$ cat src/rtl/id_exe_stage_reg_pkg.sv
// Shared ARM core definitions: ALU command encodings, shift types,
// field widths and the decoded control bundle used by the ID/EXE register.
package id_exe_stage_reg_pkg;

    localparam int REG_ADDR_W = 4;
    localparam int SHIFT_OP_W = 12;
    localparam int IMM24_W    = 24;
    localparam int STATUS_W   = 4;
    localparam int EXE_CMD_W  = 4;

    // ALU commands (several instructions share one encoding, so no enum)
    localparam logic [EXE_CMD_W-1:0] EXE_MOV = 4'b0001;
    localparam logic [EXE_CMD_W-1:0] EXE_ADD = 4'b0010;
    localparam logic [EXE_CMD_W-1:0] EXE_ADC = 4'b0011;
    localparam logic [EXE_CMD_W-1:0] EXE_SUB = 4'b0100;
    localparam logic [EXE_CMD_W-1:0] EXE_SBC = 4'b0101;
    localparam logic [EXE_CMD_W-1:0] EXE_AND = 4'b0110;
    localparam logic [EXE_CMD_W-1:0] EXE_ORR = 4'b0111;
    localparam logic [EXE_CMD_W-1:0] EXE_EOR = 4'b1000;
    localparam logic [EXE_CMD_W-1:0] EXE_MVN = 4'b1001;

    typedef enum logic [1:0] {
        SH_LSL = 2'b00,
        SH_LSR = 2'b01,
        SH_ASR = 2'b10,
        SH_ROR = 2'b11
    } shift_t;

    // Enable bits that must never be active for a bubble
    typedef struct packed {
        logic wb_en;
        logic mem_r_en;
        logic mem_w_en;
        logic b;
        logic s;
    } ctrl_t;

    // Force every enable to 0 when the slot does not hold a real instruction
    function automatic ctrl_t gate_ctrl(input ctrl_t c, input logic vld);
        return vld ? c : '0;
    endfunction

endpackage

$ cat src/rtl/id_exe_stage_reg_if.sv
// ID->EXE pipeline register bus: decode-side inputs, EXE-side outputs,
// stall/flush controls and debug counters.
interface id_exe_stage_reg_if
    import id_exe_stage_reg_pkg::*;
#(
    parameter int DATA_W = 32,
    parameter int CNT_W  = 16
);
    logic                  freeze;
    logic                  flush;
    logic                  valid_in;
    logic [DATA_W-1:0]     pc_in;
    logic                  wb_en_in, mem_r_en_in, mem_w_en_in, b_in, s_in;
    logic [EXE_CMD_W-1:0]  exe_cmd_in;
    logic [DATA_W-1:0]     val_rn_in, val_rm_in;
    logic                  imm_in;
    logic [SHIFT_OP_W-1:0] shift_operand_in;
    logic [IMM24_W-1:0]    signed_imm_24_in;
    logic [REG_ADDR_W-1:0] dest_in, src1_in, src2_in;
    logic [STATUS_W-1:0]   status_in;

    logic                  valid_out;
    logic                  is_mem_out;
    logic [DATA_W-1:0]     pc_out;
    logic                  wb_en_out, mem_r_en_out, mem_w_en_out, b_out, s_out;
    logic [EXE_CMD_W-1:0]  exe_cmd_out;
    logic [DATA_W-1:0]     val_rn_out, val_rm_out;
    logic                  imm_out;
    logic [SHIFT_OP_W-1:0] shift_operand_out;
    logic [IMM24_W-1:0]    signed_imm_24_out;
    logic [REG_ADDR_W-1:0] dest_out, src1_out, src2_out;
    logic [STATUS_W-1:0]   status_out;
    logic [CNT_W-1:0]      stall_cnt, flush_cnt;

    modport master (
        output freeze, flush, valid_in, pc_in, wb_en_in, mem_r_en_in, mem_w_en_in,
               b_in, s_in, exe_cmd_in, val_rn_in, val_rm_in, imm_in, shift_operand_in,
               signed_imm_24_in, dest_in, src1_in, src2_in, status_in,
        input  valid_out, is_mem_out, pc_out, wb_en_out, mem_r_en_out, mem_w_en_out,
               b_out, s_out, exe_cmd_out, val_rn_out, val_rm_out, imm_out,
               shift_operand_out, signed_imm_24_out, dest_out, src1_out, src2_out,
               status_out, stall_cnt, flush_cnt
    );

    modport slave (
        input  freeze, flush, valid_in, pc_in, wb_en_in, mem_r_en_in, mem_w_en_in,
               b_in, s_in, exe_cmd_in, val_rn_in, val_rm_in, imm_in, shift_operand_in,
               signed_imm_24_in, dest_in, src1_in, src2_in, status_in,
        output valid_out, is_mem_out, pc_out, wb_en_out, mem_r_en_out, mem_w_en_out,
               b_out, s_out, exe_cmd_out, val_rn_out, val_rm_out, imm_out,
               shift_operand_out, signed_imm_24_out, dest_out, src1_out, src2_out,
               status_out, stall_cnt, flush_cnt
    );

endinterface

$ cat src/rtl/id_exe_stage_reg_sat_counter.sv
// Saturating event counter: counts up on inc, sticks at all-ones,
// cleared only by reset.
module sat_counter #(
    parameter int W = 16
) (
    input  logic         clk,
    input  logic         rst,
    input  logic         inc,
    output logic [W-1:0] cnt
);
    localparam logic [W-1:0] ONE = W'(1);
    localparam logic [W-1:0] MAX = '1;

    logic [W-1:0] cnt_q, cnt_d;

    // Next count: an increment at the ceiling is dropped
    always_comb begin
        cnt_d = cnt_q;
        if (inc && (cnt_q != MAX)) cnt_d = cnt_q + ONE;
    end

    // Counter state, asynchronously cleared
    always_ff @(posedge clk or negedge rst) begin
        if (!rst) cnt_q <= '0;
        else      cnt_q <= cnt_d;
    end

    assign cnt = cnt_q;

endmodule

$ cat src/rtl/id_exe_stage_reg.sv
// ID/EXE pipeline register of the 5-stage ARM core. Flush beats freeze
// beats load; bubbles always carry zeroed enables so EXE never acts on them.
module id_exe_stage_reg
    import id_exe_stage_reg_pkg::*;
#(
    parameter int DATA_W = 32,
    parameter int CNT_W  = 16
) (
    input logic               clk,
    input logic               rst,
    id_exe_stage_reg_if.slave bus
);
    typedef struct packed {
        logic                  valid;
        ctrl_t                 ctrl;
        logic                  is_mem;
        logic [DATA_W-1:0]     pc;
        logic [EXE_CMD_W-1:0]  exe_cmd;
        logic [DATA_W-1:0]     val_rn;
        logic [DATA_W-1:0]     val_rm;
        logic                  imm;
        logic [SHIFT_OP_W-1:0] shift_operand;
        logic [IMM24_W-1:0]    signed_imm_24;
        logic [REG_ADDR_W-1:0] dest;
        logic [REG_ADDR_W-1:0] src1;
        logic [REG_ADDR_W-1:0] src2;
        logic [STATUS_W-1:0]   status;
    } stage_t;

    stage_t in_w, stage_d, stage_q;
    logic   stall_inc, flush_inc;

    // Gather the decode-side fields; enables are gated by valid_in so a
    // bubble never loads live control bits
    always_comb begin
        in_w               = '0;
        in_w.valid         = bus.valid_in;
        in_w.ctrl          = gate_ctrl('{wb_en:    bus.wb_en_in,
                                         mem_r_en: bus.mem_r_en_in,
                                         mem_w_en: bus.mem_w_en_in,
                                         b:        bus.b_in,
                                         s:        bus.s_in}, bus.valid_in);
        in_w.is_mem        = bus.valid_in & (bus.mem_r_en_in | bus.mem_w_en_in);
        in_w.pc            = bus.pc_in;
        in_w.exe_cmd       = bus.exe_cmd_in;
        in_w.val_rn        = bus.val_rn_in;
        in_w.val_rm        = bus.val_rm_in;
        in_w.imm           = bus.imm_in;
        in_w.shift_operand = bus.shift_operand_in;
        in_w.signed_imm_24 = bus.signed_imm_24_in;
        in_w.dest          = bus.dest_in;
        in_w.src1          = bus.src1_in;
        in_w.src2          = bus.src2_in;
        in_w.status        = bus.status_in;
    end

    // Next stage contents: flush clears everything, freeze holds, else load
    always_comb begin
        stage_d = stage_q;
        if (bus.flush)        stage_d = '0;
        else if (!bus.freeze) stage_d = in_w;
    end

    // Stage register, asynchronously cleared
    always_ff @(posedge clk or negedge rst) begin
        if (!rst) stage_q <= '0;
        else      stage_q <= stage_d;
    end

    // A stall is only counted when it actually holds the stage; a flush only
    // when it kills a real instruction (either the resident or the incoming one)
    assign stall_inc = bus.freeze & ~bus.flush;
    assign flush_inc = bus.flush & (stage_q.valid | bus.valid_in);

    sat_counter #(.W(CNT_W)) u_stall_cnt (
        .clk (clk),
        .rst (rst),
        .inc (stall_inc),
        .cnt (bus.stall_cnt)
    );

    sat_counter #(.W(CNT_W)) u_flush_cnt (
        .clk (clk),
        .rst (rst),
        .inc (flush_inc),
        .cnt (bus.flush_cnt)
    );

    assign bus.valid_out         = stage_q.valid;
    assign bus.is_mem_out        = stage_q.is_mem;
    assign bus.wb_en_out         = stage_q.ctrl.wb_en;
    assign bus.mem_r_en_out      = stage_q.ctrl.mem_r_en;
    assign bus.mem_w_en_out      = stage_q.ctrl.mem_w_en;
    assign bus.b_out             = stage_q.ctrl.b;
    assign bus.s_out             = stage_q.ctrl.s;
    assign bus.pc_out            = stage_q.pc;
    assign bus.exe_cmd_out       = stage_q.exe_cmd;
    assign bus.val_rn_out        = stage_q.val_rn;
    assign bus.val_rm_out        = stage_q.val_rm;
    assign bus.imm_out           = stage_q.imm;
    assign bus.shift_operand_out = stage_q.shift_operand;
    assign bus.signed_imm_24_out = stage_q.signed_imm_24;
    assign bus.dest_out          = stage_q.dest;
    assign bus.src1_out          = stage_q.src1;
    assign bus.src2_out          = stage_q.src2;
    assign bus.status_out        = stage_q.status;

endmodule

$ cat src/flat_wrapper.sv
// flat-port wrapper written by rule: the top's interface ports become plain ports
module id_exe_stage_reg_flat import id_exe_stage_reg_pkg::*;
#(
    parameter int DATA_W = 32,
    parameter int CNT_W  = 16
)
  (clk, rst, bus_freeze, bus_flush, bus_valid_in, bus_pc_in, bus_wb_en_in, bus_mem_r_en_in, bus_mem_w_en_in, bus_b_in, bus_s_in, bus_exe_cmd_in, bus_val_rn_in, bus_val_rm_in, bus_imm_in, bus_shift_operand_in, bus_signed_imm_24_in, bus_dest_in, bus_src1_in, bus_src2_in, bus_status_in, bus_valid_out, bus_is_mem_out, bus_pc_out, bus_wb_en_out, bus_mem_r_en_out, bus_mem_w_en_out, bus_b_out, bus_s_out, bus_exe_cmd_out, bus_val_rn_out, bus_val_rm_out, bus_imm_out, bus_shift_operand_out, bus_signed_imm_24_out, bus_dest_out, bus_src1_out, bus_src2_out, bus_status_out, bus_stall_cnt, bus_flush_cnt);
  id_exe_stage_reg_if #(.DATA_W(DATA_W), .CNT_W(CNT_W)) bus_i ();
  input logic clk;
  input logic rst;
  input wire logic [$bits(bus_i.freeze)-1:0] bus_freeze;
  input wire logic [$bits(bus_i.flush)-1:0] bus_flush;
  input wire logic [$bits(bus_i.valid_in)-1:0] bus_valid_in;
  input wire logic [$bits(bus_i.pc_in)-1:0] bus_pc_in;
  input wire logic [$bits(bus_i.wb_en_in)-1:0] bus_wb_en_in;
  input wire logic [$bits(bus_i.mem_r_en_in)-1:0] bus_mem_r_en_in;
  input wire logic [$bits(bus_i.mem_w_en_in)-1:0] bus_mem_w_en_in;
  input wire logic [$bits(bus_i.b_in)-1:0] bus_b_in;
  input wire logic [$bits(bus_i.s_in)-1:0] bus_s_in;
  input wire logic [$bits(bus_i.exe_cmd_in)-1:0] bus_exe_cmd_in;
  input wire logic [$bits(bus_i.val_rn_in)-1:0] bus_val_rn_in;
  input wire logic [$bits(bus_i.val_rm_in)-1:0] bus_val_rm_in;
  input wire logic [$bits(bus_i.imm_in)-1:0] bus_imm_in;
  input wire logic [$bits(bus_i.shift_operand_in)-1:0] bus_shift_operand_in;
  input wire logic [$bits(bus_i.signed_imm_24_in)-1:0] bus_signed_imm_24_in;
  input wire logic [$bits(bus_i.dest_in)-1:0] bus_dest_in;
  input wire logic [$bits(bus_i.src1_in)-1:0] bus_src1_in;
  input wire logic [$bits(bus_i.src2_in)-1:0] bus_src2_in;
  input wire logic [$bits(bus_i.status_in)-1:0] bus_status_in;
  output wire logic [$bits(bus_i.valid_out)-1:0] bus_valid_out;
  output wire logic [$bits(bus_i.is_mem_out)-1:0] bus_is_mem_out;
  output wire logic [$bits(bus_i.pc_out)-1:0] bus_pc_out;
  output wire logic [$bits(bus_i.wb_en_out)-1:0] bus_wb_en_out;
  output wire logic [$bits(bus_i.mem_r_en_out)-1:0] bus_mem_r_en_out;
  output wire logic [$bits(bus_i.mem_w_en_out)-1:0] bus_mem_w_en_out;
  output wire logic [$bits(bus_i.b_out)-1:0] bus_b_out;
  output wire logic [$bits(bus_i.s_out)-1:0] bus_s_out;
  output wire logic [$bits(bus_i.exe_cmd_out)-1:0] bus_exe_cmd_out;
  output wire logic [$bits(bus_i.val_rn_out)-1:0] bus_val_rn_out;
  output wire logic [$bits(bus_i.val_rm_out)-1:0] bus_val_rm_out;
  output wire logic [$bits(bus_i.imm_out)-1:0] bus_imm_out;
  output wire logic [$bits(bus_i.shift_operand_out)-1:0] bus_shift_operand_out;
  output wire logic [$bits(bus_i.signed_imm_24_out)-1:0] bus_signed_imm_24_out;
  output wire logic [$bits(bus_i.dest_out)-1:0] bus_dest_out;
  output wire logic [$bits(bus_i.src1_out)-1:0] bus_src1_out;
  output wire logic [$bits(bus_i.src2_out)-1:0] bus_src2_out;
  output wire logic [$bits(bus_i.status_out)-1:0] bus_status_out;
  output wire logic [$bits(bus_i.stall_cnt)-1:0] bus_stall_cnt;
  output wire logic [$bits(bus_i.flush_cnt)-1:0] bus_flush_cnt;
  assign bus_i.freeze = bus_freeze;
  assign bus_i.flush = bus_flush;
  assign bus_i.valid_in = bus_valid_in;
  assign bus_i.pc_in = bus_pc_in;
  assign bus_i.wb_en_in = bus_wb_en_in;
  assign bus_i.mem_r_en_in = bus_mem_r_en_in;
  assign bus_i.mem_w_en_in = bus_mem_w_en_in;
  assign bus_i.b_in = bus_b_in;
  assign bus_i.s_in = bus_s_in;
  assign bus_i.exe_cmd_in = bus_exe_cmd_in;
  assign bus_i.val_rn_in = bus_val_rn_in;
  assign bus_i.val_rm_in = bus_val_rm_in;
  assign bus_i.imm_in = bus_imm_in;
  assign bus_i.shift_operand_in = bus_shift_operand_in;
  assign bus_i.signed_imm_24_in = bus_signed_imm_24_in;
  assign bus_i.dest_in = bus_dest_in;
  assign bus_i.src1_in = bus_src1_in;
  assign bus_i.src2_in = bus_src2_in;
  assign bus_i.status_in = bus_status_in;
  assign bus_valid_out = bus_i.valid_out;
  assign bus_is_mem_out = bus_i.is_mem_out;
  assign bus_pc_out = bus_i.pc_out;
  assign bus_wb_en_out = bus_i.wb_en_out;
  assign bus_mem_r_en_out = bus_i.mem_r_en_out;
  assign bus_mem_w_en_out = bus_i.mem_w_en_out;
  assign bus_b_out = bus_i.b_out;
  assign bus_s_out = bus_i.s_out;
  assign bus_exe_cmd_out = bus_i.exe_cmd_out;
  assign bus_val_rn_out = bus_i.val_rn_out;
  assign bus_val_rm_out = bus_i.val_rm_out;
  assign bus_imm_out = bus_i.imm_out;
  assign bus_shift_operand_out = bus_i.shift_operand_out;
  assign bus_signed_imm_24_out = bus_i.signed_imm_24_out;
  assign bus_dest_out = bus_i.dest_out;
  assign bus_src1_out = bus_i.src1_out;
  assign bus_src2_out = bus_i.src2_out;
  assign bus_status_out = bus_i.status_out;
  assign bus_stall_cnt = bus_i.stall_cnt;
  assign bus_flush_cnt = bus_i.flush_cnt;
  id_exe_stage_reg #(.DATA_W(DATA_W), .CNT_W(CNT_W)) u_core (.clk(clk), .rst(rst), .bus(bus_i));
endmodule
$ cat config.mk
export PLATFORM = sky130hd
export DESIGN_NAME = id_exe_stage_reg_flat
export DESIGN_NICKNAME = d
export VERILOG_FILES = /design/src/rtl/id_exe_stage_reg_pkg.sv /design/src/rtl/id_exe_stage_reg_if.sv /design/src/rtl/id_exe_stage_reg_sat_counter.sv /design/src/rtl/id_exe_stage_reg.sv /design/src/flat_wrapper.sv
export SDC_FILE = /design/constraint.sdc
export NUM_CORES = 1
export LEC_CHECK = 0
export ABC_AREA = 1
export BUFFER_PORTS_ARGS = -buffer_cell sky130_fd_sc_hd__buf_2
export CAP_MARGIN = 30
export CORE_ASPECT_RATIO = 1.5
export CORE_MARGIN = 2
export CORE_UTILIZATION = 45
export DETAILED_ROUTE_END_ITERATION = 8
export PLACE_DENSITY = 0.76
export SYNTH_ARGS = -nofsm -noshare
export SYNTH_HDL_FRONTEND = slang
export SYNTH_HIERARCHICAL = 1
export SYNTH_SLANG_ARGS = --single-unit
export TNS_END_PERCENT = 100
$ cat constraint.sdc
create_clock -name clk -period 2.1 [get_ports clk]
set_input_delay 0.42 -clock clk [delete_from_list [all_inputs] [get_ports clk]]
set_output_delay 0.42 -clock clk [all_outputs]
set_load 0.02 [all_outputs]
# Word-level counts from Yosys, hierarchy flattened
# Index checks and enable logic that the tools add are counted.
[classes]
n_addsub = 2
multipliers = 0
div = 0
n_lt_le_gt_ge = 0
eq_ne = 3
shift = 0
n_mux = 3
bitwise = 6
reduce_logical = 2
[ops]
columns = ["op", "n"]
rows = [
  ["$mux W160", 2],
  ["$add A16 B1 Y16 const B", 2],
  ["$ne A16 B16 Y1 const B", 2],
  ["$mux W5", 1],
  ["$and A1 B1 Y1", 3],
  ["$logic_and A1 B1 Y1", 2],
  ["$ne A2 B1 Y1 const B", 1],
  ["$or A1 B1 Y1", 2],
  ["$not A1 Y1", 1],
]
[totals]
regBits = 192
latchBits = 0
ram_bits = 0
mem_bits_ro = 0
word_cells = 36
mem_count = 0

# Longest topological paths before layout
[logic_depth]
depth_word = 4
ltp_mapped = 12
mapped_depth_nobuf = 10

# Modules after synthesis
# Netlist, hierarchy kept.
[by_module_without_submodules]
columns = ["mod", "n_inst", "cells_per_inst", "area_per_inst_um2", "seq_area_each_um2"]
rows = [
  ["id_exe_stage_reg", 1, 699, 6304.8, 4003.8],
  ["sat_counter (u_core.u_flush_cnt)", 1, 149, 1058.5, 400.4],
  ["sat_counter (u_core.u_stall_cnt)", 1, 147, 1031.0, 400.4],
]

# Worst setup path before layout
# No wires, ideal clock.
[synth_timing]
path_type = "in2reg"
startpoint = "in bus_freeze"
endpoint = "reg u_core.u_stall_cnt.cnt_q[9], in the netlist u_core/u_stall_cnt/cnt[9]"
setup_time_ps = 120
t_arrival_ps = 1629
t_required_ps = 1980
path_slack_ps = 351
stages = 8
path_buffers = 1
path_cell_list = "inv_2 nor2_4 buf_1 inv_2 nor3_4 nand2_1 o21ai_1 nand2_1"
[synth_between]
elab_chain_len = 2
[synth_lines]
columns = ["item", "line", "source"]
rows = [
  ["start: declaration", "flat_wrapper.sv:11", "input wire logic [$bits(bus_i.freeze)-1:0] bus_freeze;"],
  ["$and A1 B1 Y1", "id_exe_stage_reg.sv:72", "assign stall_inc = bus.freeze & ~bus.flush;"],
  ["net u_core.stall_inc", "id_exe_stage_reg.sv:31", "logic stall_inc, flush_inc;"],
  ["$logic_and A1 B1 Y1", "id_exe_stage_reg_sat_counter.sv:19", "if (inc && (cnt_q != MAX)) cnt_d = cnt_q + ONE;"],
  ["end signal: assignment", "id_exe_stage_reg_sat_counter.sv:25", "else cnt_q <= cnt_d;"],
  ["end: declaration", "id_exe_stage_reg_sat_counter.sv:14", "logic [W-1:0] cnt_q, cnt_d;"],
]
# The timed path passes the listed nets, and every way through them passes these cells.
# A chain may end at the register's enable or synchronous reset.

# Worst setup path after layout
[layout_timing]
startpoint = "reg u_core.u_stall_cnt.cnt_q[0], in the netlist u_core/u_stall_cnt/cnt[0]"
endpoint = "reg u_core.u_stall_cnt.cnt_q[3], in the netlist u_core/u_stall_cnt/cnt[3]"
[layout_between]
elab_chain_len = 2
[layout_lines]
columns = ["item"]
rows = [
  ["branches (longest 2 deep; another with $add A16 B1 Y16)"],
]
# Several ways; the timed one is not identified.

==> results.yml <==
clock_tree:
  cts-root-buf: "clkbuf_16"
  cts_buffer_depth: 2
  ctsHtreeMaxLevel: 4
  cts_tree: "yes"
  clock-sinks: 192
  path_clk_slew_ns: 0.07
  clock_latency_ns: 0.44
  cts_inserted_buffers: 17
  post_cts_resized: 0
drt:
  via_per_inst: 4.94
  routedWlPerCell_um: 15.1
  drt_iter0_drc: 505
  antenna_left: 0
  drt_wl_total_um: 24100
  vias: 7863
  firstDrtPassIters: 5
  remaining_drc_errors: 0
timing:
  setup_ws_ns: 0.380
  hold_violations: 0
  layout_worst_path_cycle_share: 0.819
  min_period_ns: 1.72
  tightestPinTransition_ns: 0.663
  finalClockSkew_ns: 0.00688
  rsz0062_at_grt: "no"
  maxSlewHeadroom: 0.558
  slew_violations: 0
  timing.setup.tns_ns: 0
  fmax_mhz: 582
  setup_violations: 0
global_routing:
  grt_pass1_vias: 7546
  grt_antenna_before_repair: 2
  grt_max_degree: 156
  grt_use_total: 0.240
  grt_pass1_wl_um: 37400
  grt_overflow: 0
worst_setup_path:
  cp.arrival_ns: 2.04
  crit_chain: "ha_1 > inv_1 > nor2_1 > nand2_1 > nor2_2 > nor2_2 > nand2_1 > o21ai_2"
  slowest_delay_ns: 0.43
  cp.required_ns: 2.42
  worst-r2r-cell-count: 8
  r2r_slack_ns: 0.38
  cp-end-kind: "flip-flop"
  path_buf_inv: 1
  path_class: "flip-flop to flip-flop"
  r2r_end: "u_core/u_stall_cnt/cnt[3]"
  cpMaxStageDelayCell: "dfrtp_1"
  worstPathMaxFanout: 10
  rr_startpoint: "u_core/u_stall_cnt/cnt[0]"
  critPathLaunchType: "flip-flop"
  critical-path-top-delay-family: "simple AND/OR/NAND/NOR gates"
final_layout:
  final_nets: 1491
  drive_gt1_frac: 0.321
  area_delta_synth_final_pct: 31.3
  nFillCells: 1617
logic_synthesis:
  synth_common_cells: "nand2_1 (449), dfrtp_1 (192), nand3_1 (169), buf_2 (39), inv_1 (34)"
  avgSynthCellArea_um2: 8.44
  ys_types: 29
  synth_cells: 995
  seq_area_frac_synth: 0.572
  synth_area_leaders: "dfrtp_1 (57%), nand2_1 (20%), nand3_1 (10%)"
  synth-async-reset-ratio: 1.00
  syn_nets: 1160
  synth_ff_type: "dfrtp_1"
  yosysWarnings: 6
  synth-edff-count: 0
  synth.largest_area_cell: "dfrtp_1"
  synth.most_common_cell: "nand2_1"
  netlist.area_leader.share: 0.572
  ys_ff_latch: 192
  netlist_area_um2: 8390
placement:
  dp_hpwl_um: 16600
  post-place-ws_ns: 0.316
  port_buffers: 354
  gp_congestion: 0.875
floorplanning:
  io_pins: 355
  die_y_um: 171
  die_w_um: 116
  core_area_um2: 18400
  num_rows: 61
  start_util: 0.456
  dieArea_um2: 19800
hold_path:
  min_path_cells: 3
  hold-path-endpoint: "u_core/bus.wb_en_out"
  hp-start: "bus_wb_en_in"
  hold_path_class: "input port to flip-flop"
power:
  p_leak_nw: 6.46
  vdd_drop_max_mv: 0.564
  p_per_area_nw_per_um2: 837
outcome:
  status: "completed"
flow_run:
  drv_cap: 0
-- power by group --
| group | switching, W | leakage, nW | internal, W | total (W) |
|---|---|---|---|---|
| Combinational | 0.000999 | 3.61 | 0.000527 | 0.00153 |
| Sequential | 0.000245 | 2.55 | 0.00396 | 0.00421 |
| Clock | 0.00147 | 0.306 | 0.00201 | 0.00348 |
| Total | 0.00272 | 6.46 | 0.00650 | 0.00922 |
-- how the worst max path moves through the flow --
stage | startpoint | end | slack [ns] | depth (start not counted)
floorplan | bus_freeze | u_core/u_stall_cnt/cnt[9] | 0.35 | 8
finish | u_core/u_stall_cnt/cnt[0] | u_core/u_stall_cnt/cnt[3] | 0.38 | 8
global placement | bus_flush | u_core/bus.s_out | 0.35 | 7
global route | u_core/u_flush_cnt/cnt[0] | u_core/u_flush_cnt/cnt[5] | 0.28 | 7
CTS | u_core/u_flush_cnt/cnt[0] | u_core/u_flush_cnt/cnt[9] | 0.41 | 7
detailed placement | bus_flush | u_core/u_flush_cnt/cnt[9] | 0.32 | 6
-- metal layers --
metal / global-route usage / part of all wire / vias up
met5: 0 / 0 / -
met3: 0.0768 / 0.084 / 64
li1: - / - / 3816
met2: 0.392 / 0.50 / 370
met4: 0.106 / 0.034 / 0
met1: 0.290 / 0.38 / 3613
-- layout by cell type (no fill, tap or decap), types with 6 or more instances in the layout --
| master | netlist | layout |
|---|---|---|
| o21ai_0 | 10 | 10 |
| nand3_1 | 169 | 169 |
| nor2_1 | 25 | 25 |
| buf_12 | 0 | 7 |
| xnor2_1 | 6 | 6 |
| inv_1 | 34 | 33 |
| clkbuf_16 | 0 | 17 |
| nor2_2 | 9 | 9 |
| nand2_1 | 449 | 449 |
| nand4_1 | 15 | 15 |
| dfrtp_1 | 192 | 192 |
| buf_2 | 39 | 353 |
-- flip-flops by register name, indices dropped and copies added, names as in the netlist, 4 cells and up --
signal                        flops
u_core/u_stall_cnt/cnt           16
u_core/bus.status_out             4
u_core/bus.src1_out               4
u_core/bus.signed_imm_24_out     24
u_core/bus.exe_cmd_out            4
u_core/bus.shift_operand_out     12
u_core/u_flush_cnt/cnt           16
u_core/bus.val_rm_out            32
u_core/bus.dest_out               4
u_core/bus.val_rn_out            32
u_core/bus.pc_out                32
u_core/bus.src2_out               4
-- metrics by stage --
step | cell area (µm²) | util | power, W | cells | hold slack (ns)
after floorplan | 8390 | - | 0.00512 | 995 | 0.124
after global placement | 10400 | 0.564 | 0.00577 | 1558 | 0.407
after detailed placement | 10400 | 0.564 | 0.00580 | 1558 | 0.407
after CTS | 11000 | 0.599 | 0.00928 | 1591 | 0.162
after global routing | 11000 | 0.599 | 0.00962 | 1593 | 0.170
final | 11000 | 0.599 | 0.00922 | 1593 | 0.185
-- final cells by class --
cell class              instances  area [µm²]  share of cell area
well taps                     252         315              0.0286
multi-input cells             711        3160               0.287
diodes                          2        5.00            0.000454
clock buffers                  21         480              0.0436
repair buffers                365        1950               0.177
flip-flops and latches        192        4800               0.436
clock inverters                11         150              0.0136
inverters                      39         153              0.0139
-- worst reg2reg max path: stages, from the launching register on --
cell and delay (ns):
dfrtp_1 0.43, ha_1 0.28, inv_1 0.06, nor2_1 0.22, nand2_1 0.14, nor2_2 0.20
nor2_2 0.13, nand2_1 0.10, o21ai_2 0.05
-- repair_timing --
item,CTS,global route
hold endpoints to repair,44,0
endpoints found under the setup margin,0,0
setup buffers,0,0
hold buffers,1,0
-- logic make-up after synthesis --
group,synth area share
compound gates,0.0113
flops,0.572
xor+xnor,0.0104
buf+inv,0.0516
fa+ha+maj,0.00298
simple gates,0.351
Power figures use the tool's default switching activity.
